$ cat src/rtl/vga_rx_monitor.sv
// vga_rx_monitor: VGA sink that checks sync timing, locks to the frame and recovers pixel coordinates.
// Optional macro VGA_RX_CHECKSUM_EN adds frame_sum, the 16-bit wrapping sum of each locked frame's pixels.
module vga_rx_monitor #(
   parameter int H_ACT  = 640,
   parameter int H_FP   = 16,
   parameter int H_SYNC = 96,
   parameter int H_BP   = 48,
   parameter int V_ACT  = 480,
   parameter int V_FP   = 10,
   parameter int V_SYNC = 2,
   parameter int V_BP   = 33
) (
   input  logic        clk,
   input  logic        rst,
   input  logic        pix_en,
   input  logic        hs,
   input  logic        vs,
   input  logic [2:0]  red,
   input  logic [2:0]  green,
   input  logic [1:0]  blue,
   output logic        locked,
   output logic        px_valid,
   output logic [9:0]  px_x,
   output logic [9:0]  px_y,
   output logic [7:0]  px_rgb,
   output logic        frame_done,
   output logic        err_h,
   output logic        err_v,
   output logic [15:0] frame_cnt
`ifdef VGA_RX_CHECKSUM_EN
   ,
   output logic [15:0] frame_sum
`endif
);

   localparam logic [9:0] H_LAST   = 10'(H_SYNC + H_BP + H_ACT + H_FP - 1);
   localparam logic [9:0] H_RISE   = 10'(H_SYNC - 1);
   localparam logic [9:0] H_ACT_LO = 10'(H_SYNC + H_BP);
   localparam logic [9:0] H_ACT_HI = 10'(H_SYNC + H_BP + H_ACT - 1);
   localparam logic [9:0] V_LAST   = 10'(V_SYNC + V_BP + V_ACT + V_FP - 1);
   localparam logic [9:0] V_RISE   = 10'(V_SYNC);
   localparam logic [9:0] V_ACT_LO = 10'(V_SYNC + V_BP);
   localparam logic [9:0] V_ACT_HI = 10'(V_SYNC + V_BP + V_ACT - 1);

   typedef enum logic [1:0] {SEARCH = 2'd0, ALIGN = 2'd1, LOCKED = 2'd2} state_e;

   state_e     state_q;
   logic [9:0] hcnt_q, hcnt_d;
   logic [9:0] vcnt_q, vcnt_d;
   logic [9:0] v_line;
   logic       hs_q, vs_q;
   logic       hs_fall, hs_rise, vs_fall, vs_rise;
   logic       searching, err_h_c, err_v_c, err_any, active, frame_evt;

   // Checks compare the counter of the previous sample; hcnt_d/vcnt_d give this sample's position.
   always_comb begin
      hs_fall   = hs_q & ~hs;
      hs_rise   = ~hs_q & hs;
      vs_fall   = vs_q & ~vs;
      vs_rise   = ~vs_q & vs;
      searching = (state_q == SEARCH);
      v_line    = hs_fall ? vcnt_q + 10'd1 : vcnt_q;

      err_h_c = ~searching & ((hs_fall & (hcnt_q != H_LAST)) |
                              (hs_rise & (hcnt_q != H_RISE)) |
                              (~hs_fall & (hcnt_q == H_LAST)));
      err_v_c = ~searching & ((vs_fall & (vcnt_q != V_LAST)) |
                              (vs_rise & (v_line != V_RISE)));
      err_any = err_h_c | err_v_c;

      if (hs_fall || (searching && vs_fall)) begin
         hcnt_d = 10'd0;
      end else if (hcnt_q != 10'h3FF) begin
         hcnt_d = hcnt_q + 10'd1;
      end else begin
         hcnt_d = hcnt_q;
      end
      vcnt_d = vs_fall ? 10'd0 : v_line;

      active = (state_q == LOCKED) & ~err_any &
               (hcnt_d >= H_ACT_LO) & (hcnt_d <= H_ACT_HI) &
               (vcnt_d >= V_ACT_LO) & (vcnt_d <= V_ACT_HI);
      frame_evt = (state_q == LOCKED) & ~err_any & vs_fall;
   end

   // px_valid is a one-clk strobe with no back-pressure; px_x/px_y/px_rgb are stable until the next strobe.
   always_ff @(posedge clk or negedge rst) begin
      if (!rst) begin
         state_q    <= SEARCH;
         hcnt_q     <= 10'd0;
         vcnt_q     <= 10'd0;
         hs_q       <= 1'b1;
         vs_q       <= 1'b1;
         locked     <= 1'b0;
         px_valid   <= 1'b0;
         px_x       <= 10'd0;
         px_y       <= 10'd0;
         px_rgb     <= 8'd0;
         frame_done <= 1'b0;
         err_h      <= 1'b0;
         err_v      <= 1'b0;
         frame_cnt  <= 16'd0;
      end else begin
         px_valid   <= 1'b0;
         frame_done <= 1'b0;
         err_h      <= 1'b0;
         err_v      <= 1'b0;
         if (pix_en) begin
            hs_q   <= hs;
            vs_q   <= vs;
            hcnt_q <= hcnt_d;
            vcnt_q <= vcnt_d;
            err_h  <= err_h_c;
            err_v  <= err_v_c;
            if (active) begin
               px_valid <= 1'b1;
               px_x     <= hcnt_d - H_ACT_LO;
               px_y     <= vcnt_d - V_ACT_LO;
               px_rgb   <= {red, green, blue};
            end
            case (state_q)
               SEARCH: begin
                  if (vs_fall) state_q <= ALIGN;
               end
               ALIGN: begin
                  if (err_any) begin
                     state_q <= SEARCH;
                  end else if (vs_fall) begin
                     state_q <= LOCKED;
                     locked  <= 1'b1;
                  end
               end
               LOCKED: begin
                  if (err_any) begin
                     state_q <= SEARCH;
                     locked  <= 1'b0;
                  end else if (frame_evt) begin
                     frame_done <= 1'b1;
                     frame_cnt  <= frame_cnt + 16'd1;
                  end
               end
               default: begin
                  state_q <= SEARCH;
                  locked  <= 1'b0;
               end
            endcase
         end
      end
   end

`ifdef VGA_RX_CHECKSUM_EN
   logic [15:0] acc_q;

   always_ff @(posedge clk or negedge rst) begin
      if (!rst) begin
         acc_q     <= 16'd0;
         frame_sum <= 16'd0;
      end else if (pix_en) begin
         if (frame_evt) frame_sum <= acc_q;
         if (vs_fall || searching || err_any) begin
            acc_q <= 16'd0;
         end else if (active) begin
            acc_q <= acc_q + {8'd0, red, green, blue};
         end
      end
   end
`endif

endmodule

$ cat config.mk
export PLATFORM = sky130hd
export DESIGN_NAME = vga_rx_monitor
export DESIGN_NICKNAME = d
export VERILOG_FILES = /design/src/rtl/vga_rx_monitor.sv
export SDC_FILE = /design/constraint.sdc
export NUM_CORES = 1
export LEC_CHECK = 0
export ABC_AREA = 1
export BUFFER_PORTS_ARGS = -buffer_cell sky130_fd_sc_hd__buf_2
export CAP_MARGIN = 20
export CORE_ASPECT_RATIO = 0.75
export CORE_MARGIN = 2
export CORE_UTILIZATION = 40
export CTS_BUF_LIST = sky130_fd_sc_hd__clkbuf_8 sky130_fd_sc_hd__clkbuf_16
export DETAILED_ROUTE_END_ITERATION = 8
export PLACE_DENSITY = 0.66
export RECOVER_POWER = 50
export SYNTH_ARGS = -nofsm -noshare
export SYNTH_HDL_FRONTEND = slang
export SYNTH_SLANG_ARGS = --single-unit
$ cat constraint.sdc
create_clock -name clk -period 3.7 [get_ports clk]
set_clock_uncertainty 0.15 [all_clocks]
set_input_delay 0 -clock clk [delete_from_list [all_inputs] [get_ports clk]]
set_output_delay 0 -clock clk [all_outputs]
set_load 0.05 [all_outputs]
==> flow_summary.json, run 1 <==
{
  "layout.cells.non_filler": 798,
  "die_h_um": 93.1,
  "cts_buffers": 9,
  "synth_compound_area_share_pct": 6.32,
  "drtIter0Drc": 199,
  "drc": 0,
  "yosys.area_share.xor_xnor_pct": 4.14,
  "fin_nets": 678,
  "cts_buffer_depth": 2,
  "wl_per_cell_um": 12.7,
  "start_util_pct": 41.2,
  "dp_hpwl_mm": 7.41,
  "cts.clk_slew.worst_paths_ns": 0.06,
  "die_w_um": 123,
  "antenna_found_initial": 0,
  "m1WireLength_mm": 4.98,
  "finalHoldViolCount": 0,
  "crit_type": "flop to flop",
  "drv_cap": 1,
  "rsz0062_at_grt": "no",
  "grt_max_degree": 45,
  "clock-sinks": 73,
  "design.die.area_mm2": 0.0114,
  "post-route-period-util_pct": 87.4,
  "synthCells": 577,
  "tightest_slew_ns": 2.00,
  "holdWs_ns": 0.276,
  "dp.cells": 764,
  "wl_mm": 10.2,
  "route.met3.wl_um": 443,
  "grt_overflow": 0,
  "synth_seq_cells": 73,
  "design_area_mm2": 0.00510,
  "pre_cts_slack_ns": 0.502,
  "setup_viol": 0,
  "share_seq_of_total_power_pct": 37.4,
  "grt_pass1_vias": 3835,
  "synth_top_family_by_area": "simple AND/OR/NAND/NOR gates",
  "cts_resized": 0,
  "drive_above_1_share_pct": 8.01,
  "slew_headroom_pct": -33.0,
  "area_delta_synth_final_pct": 20.4,
  "syn_avg_cell_area_um2": 7.34,
  "layout_setup_ws_ns": 0.464,
  "grt_usage_pct": 19.4,
  "ios": 62,
  "multiInputGateArea_mm2": 0.00206,
  "p_int_mw": 1.67,
  "p_per_area_mw_per_mm2": 486,
  "drtPass1Iterations": 4,
  "critPathLaunchType": "flop",
  "max_freq_mhz": 309,
  "fin_util_pct": 49.6,
  "dr_wl_met2_mm": 4.70,
  "peakVddDrop_v": 0.000342,
  "synth_nets": 598,
  "yosysSeqAreaShare_pct": 43.2,
  "p_leak_nw": 2.54,
  "arrival_ns": 3.36,
  "yosys-top-cells-area": "dfrtp_1 42%, nand2_1 18%, nand3_1 7.8%, inv_1 5.2%, o21ai_0 4.0%",
  "register_area_mm2": 0.00183,
  "critPathCaptureType": "flop",
  "drt-vias-per-instance": 4.85,
  "power_mw": 2.48,
  "synthDistinctLibCells": 32,
  "syn_area_mm2": 0.00424,
  "root_buffer": "clkbuf_16",
  "diodes": 0,
  "yosysWarnings": 0,
  "outcome": "complete, but fails checks",
  "hp-class": "primary input to flop",
  "core_area_mm2": 0.0103,
  "synthFlopType": "dfrtp_1",
  "fin_setup_tns_ns": 0,
  "critPathMaxFanout": 24,
  "period_needed_ns": 3.24,
  "async_flop_share_pct": 100,
  "yosysTopAreaCell": "dfrtp_1",
  "grt_pass1_wl_mm": 17.8,
  "yosysTopAreaCellShare_pct": 41.9,
  "synthSimpleGateAreaFrac_pct": 35.7,
  "ant_nets": 0,
  "cts_tree": "yes",
  "vias": 3868,
  "top_layer": "met4",
  "synth_edf_count": 0,
  "htree_levels": 3,
  "slew_viol_final": 37,
  "io_buffers": 61,
  "p_sw_mw": 0.808,
  "placementRows": 32,
  "synth_mux_area_share_pct": 0,
  "p_comb_share_pct": 22.3,
  "fillers": 1026,
  "p_clk_share_pct": 40.3,
  "clk_latency_ns": 0.33,
  "synth-adder-area-share_pct": 2.36,
  "violations": "max-capacitance violations, max-slew violations",
  "crit_required_ns": 3.82,
  "placed_area_mm2": 0.00465,
  "gp_congestion": 0.896,
  "p_sw_share_pct": 32.6
}
[synth_stat cells, drive strengths merged (6+ instances only)]
| master | n |
|---|---|
| nor2 | 43 |
| a21oi | 8 |
| clkbuf | 8 |
| nand3 | 69 |
| inv | 62 |
| ha | 8 |
| nand4 | 12 |
| nor3 | 6 |
| buf | 9 |
| nand2 | 209 |
| xor2 | 15 |
| o21ai | 40 |
| dfrtp | 71 |
[worst paths after layout]
kind	cells past startpoint	end	slack [ns]	startpoint
max in group asynchronous	5	frame_done$_DFF_PN0_	0.66	rst
setup reg to reg	14	px_x[6]$_DFFE_PN0P_	0.46	hcnt_q[0]$_DFFE_PN0P_
hold reg to reg	2	px_rgb[3]$_DFFE_PN0P_	0.32	px_rgb[3]$_DFFE_PN0P_
hold / removal	4	px_rgb[3]$_DFFE_PN0P_	0.28	green[1]
min in group asynchronous	3	hcnt_q[3]$_DFFE_PN0P_	0.51	rst
setup / recovery	14	px_x[6]$_DFFE_PN0P_	0.46	hcnt_q[0]$_DFFE_PN0P_
[area by class of cell]
class	count	area share, %
Clock buffer	9	4.42
Clock inverter	7	2.31
Inverter	63	4.64
Multi-Input combinational cell	424	40.3
Sequential cell	73	35.9
Tap cell	136	3.34
Timing Repair Buffer	86	9.13
[sequential cells by signal (all words and copies together), names as in the netlist, 2 cells and up]
register and count:
frame_cnt 16, hcnt_q 10, px_x 10, px_y 10
vcnt_q 10, px_rgb 8, state_q 2
[cells in the final DEF, fill, tap and decap left out, drive strengths merged]
cell type	Yosys	final
ha	8	8
nand3	69	69
nand3b	5	5
nand2	209	209
o41ai	1	1
nor4	2	2
xnor2	5	5
bufinv	0	3
dlygate4sd3	0	17
inv	62	64
dfstp	2	2
clkbuf	8	61
dfrtp	71	71
buf	9	17
nor2	43	43
clkinvlp	0	2
xor2	15	15
o21bai	1	1
nand4	12	12
o21ai	40	40
nor3	6	6
a21oi	8	8
clkinv	1	1
[power by group through the flow]
stage,sequential [mW],combinational (mW),clock [mW]
5_1_grt,0.936,0.626,1.05
3_5_place_dp,0.940,0.546,0
3_3_place_gp,0.934,0.536,0
6_report,0.927,0.553,1.00
2_1_floorplan,1.02,0.322,0
4_1_cts,0.926,0.562,1.02
[routing by layer]
layer / track usage [%] / up-vias
li1: - / 1995
met1: 26.5 / 1801
met2: 31.2 / 70
met3: 4.57 / 2
met4: 4.02 / 0
met5: 0 / -
[kinds of logic after synthesis]
group | count (synthesis)
buffers and inverters | 80
AO/OA/AOI/OAI | 50
adder cells (fa/ha/maj) | 8
AND/OR/NAND/NOR | 346
XOR/XNOR | 20
flip-flops | 73
[critical path, stage by stage, from the launching register on]
cell and delay [ns]:
dfrtp_1 0.42, ha_1 0.24, nand3_1 0.16, nor2_2 0.08, nand4_2 0.15, inv_1 0.12
o21ai_0 0.46, ha_1 0.32, nand3_1 0.10, a21oi_1 0.15, nand3_1 0.11, nor2_2 0.19
buf_4 0.30, nand3_1 0.12, nand2_1 0.09
[what timing repair did]
action | in CTS | in global routing
endpoints found under the hold margin | 62 | 7
buffers inserted | 0 | 0
hold buffers | 16 | 1
No activity file was read; power rests on OpenSTA's default activity.
==> run 2, diff against run 1 <==
Settings changed: CORE_MARGIN 2 to unset.
==> run 2 against run 1 <==
Against the previous run:
- the flow now finishes without violations
- critical path depth grew 2
- fmax decreased by 1.9%
- global-route usage increased by 0.70 points
- via count up 3.1%
- wire length shrank 0.71%
- sequential cell count is the same
- die area fell by 3.7%
- sequential power is essentially flat
- highest routed layer unchanged
==> flow_summary.json, run 2 (synthesis results as in run 1) <==
{
  "clock-sinks": 73,
  "cts_buffer_depth": 2,
  "register_area_mm2": 0.00183,
  "cts_resized": 0,
  "root_buffer": "clkbuf_16",
  "grt_pass1_vias": 3818,
  "path_cells": "ha_1 > nand3_1 > nor2_2 > nand4_2 > inv_1 > o21ai_0 > ha_1 > nand3_1 > a21oi_1 > nand3_1 > nor2_2 > buf_4 > nand2_1 > buf_4 > nand2_1 > nand2_1",
  "drtIter0Drc": 188,
  "drive_above_1_share_pct": 9.98,
  "drt-vias-per-instance": 5.00,
  "holdWs_ns": 0.230,
  "fin_setup_tns_ns": 0,
  "htree_levels": 3,
  "peakVddDrop_v": 0.000488,
  "fillers": 995,
  "drv_cap": 0,
  "wl_per_cell_um": 12.7,
  "max_freq_mhz": 303,
  "drtPass1Iterations": 5,
  "die_w_um": 121,
  "arrival_ns": 3.37,
  "slew_headroom_pct": 6.38,
  "antenna_found_initial": 0,
  "largest_reg_flops": 16,
  "post-route-period-util_pct": 89.1,
  "hp-class": "primary input to async pin",
  "dp.cells": 764,
  "critPathCaptureType": "flop",
  "wl_mm": 10.1,
  "drc": 0,
  "p_per_area_mw_per_mm2": 468,
  "period_needed_ns": 3.30,
  "gp_congestion": 0.866,
  "cp_top_family": "simple AND/OR/NAND/NOR gates",
  "final_common_cell": "nand2_1",
  "dp_hpwl_mm": 7.26,
  "p_leak_nw": 2.58,
  "cpPeakStageDelay_ns": 0.43,
  "core_area_mm2": 0.0103,
  "top_register": "frame_cnt",
  "grt_overflow": 0,
  "multiInputGateArea_mm2": 0.00206,
  "grt_usage_pct": 20.1,
  "cts_buffers": 9,
  "ios": 62,
  "slew_viol_final": 0,
  "power_mw": 2.37,
  "critPathMaxFanout": 29,
  "critPathLaunchType": "flop",
  "tightest_slew_ns": 1.40,
  "crit_required_ns": 3.78,
  "cts.clk_slew.worst_paths_ns": 0.06,
  "diodes": 0,
  "grt_pass1_wl_mm": 17.7,
  "finalHoldViolCount": 0,
  "outcome": "complete, no violations",
  "grt_max_degree": 46,
  "rsz0062_at_grt": "no",
  "setup_viol": 0,
  "clk_latency_ns": 0.33,
  "cts_tree": "yes",
  "start_util_pct": 41.2,
  "io_buffers": 61,
  "cp_num_buf_inv": 3,
  "placementRows": 32,
  "layout.cells.non_filler": 797,
  "area_delta_synth_final_pct": 19.7,
  "ant_nets": 0,
  "design.die.area_mm2": 0.0110,
  "fin_nets": 677,
  "vias": 3987,
  "crit_type": "flop to flop",
  "die_h_um": 91.1,
  "mostFrequentLayoutCells": "207 x nand2_1, 71 x dfrtp_1, 66 x nand3_1",
  "slowest_stage": "dfrtp_1"
}
## run 2: cell type report
cell class                 instances  area share [%]
multi-input combinational        424            40.5
clock inverter                     5            1.09
tap                              136            3.36
clock buffer                      11            4.98
inverter                          63            4.66
timing repair buffer              85            9.30
sequential                        73            36.1
## run 2: worst reg2reg max path: cells and delay by family (launching register included)
| kind | cells | cell delay (ns) |
|---|---|---|
| adder cells (fa/ha/maj) | 2 | 0.55 |
| AO/OA/AOI/OAI | 2 | 0.58 |
| AND/OR/NAND/NOR | 9 | 0.94 |
| buffers and inverters | 3 | 0.56 |
| flip-flops | 1 | 0.43 |
## run 2: per-layer routing
metal | wire length (um) | track usage (%) | up-vias
met5 | 0 | 0 | -
met4 | 122 | 6.17 | 0
met3 | 499 | 4.21 | 14
met2 | 4550 | 32.0 | 99
met1 | 4910 | 27.2 | 1880
li1 | - | - | 1994
## run 2: power by group
group          internal [mW]  switching (mW)
Combinational          0.154           0.403
Clock                  0.556           0.331
Sequential             0.862          0.0650
## run 2: path summary, 6_finish.rpt
kind	start	end	slack (ns)	depth (start not counted)
setup reg to reg	hcnt_q[0]$_DFFE_PN0P_	px_x[6]$_DFFE_PN0P_	0.40	16
setup / recovery	hcnt_q[0]$_DFFE_PN0P_	px_x[6]$_DFFE_PN0P_	0.40	16
max in group asynchronous	rst	frame_cnt[7]$_DFFE_PN0P_	1.27	4
hold / removal	rst	hcnt_q[2]$_DFFE_PN0P_	0.23	2
hold reg to reg	px_rgb[2]$_DFFE_PN0P_	px_rgb[2]$_DFFE_PN0P_	0.32	2
min in group clk	green[2]	px_rgb[4]$_DFFE_PN0P_	0.28	4
## run 2: metrics by stage
| step | util (%) | instance area, um2 | setup slack (ns) |
|---|---|---|---|
| detailed placement | 45.2 | 4650 | 0.463 |
| finish | 49.3 | 5070 | 0.402 |
| global placement | 45.2 | 4650 | 0.550 |
| floorplan | - | 4240 | 1.03 |
| CTS | 49.7 | 5120 | 0.422 |
| global route | 49.3 | 5070 | 0.0407 |
## run 2: timing repair
action | 4_1_cts | 5_1_grt
buffers inserted | 0 | 0
hold endpoints to repair | 63 | 0
hold buffers | 16 | 0
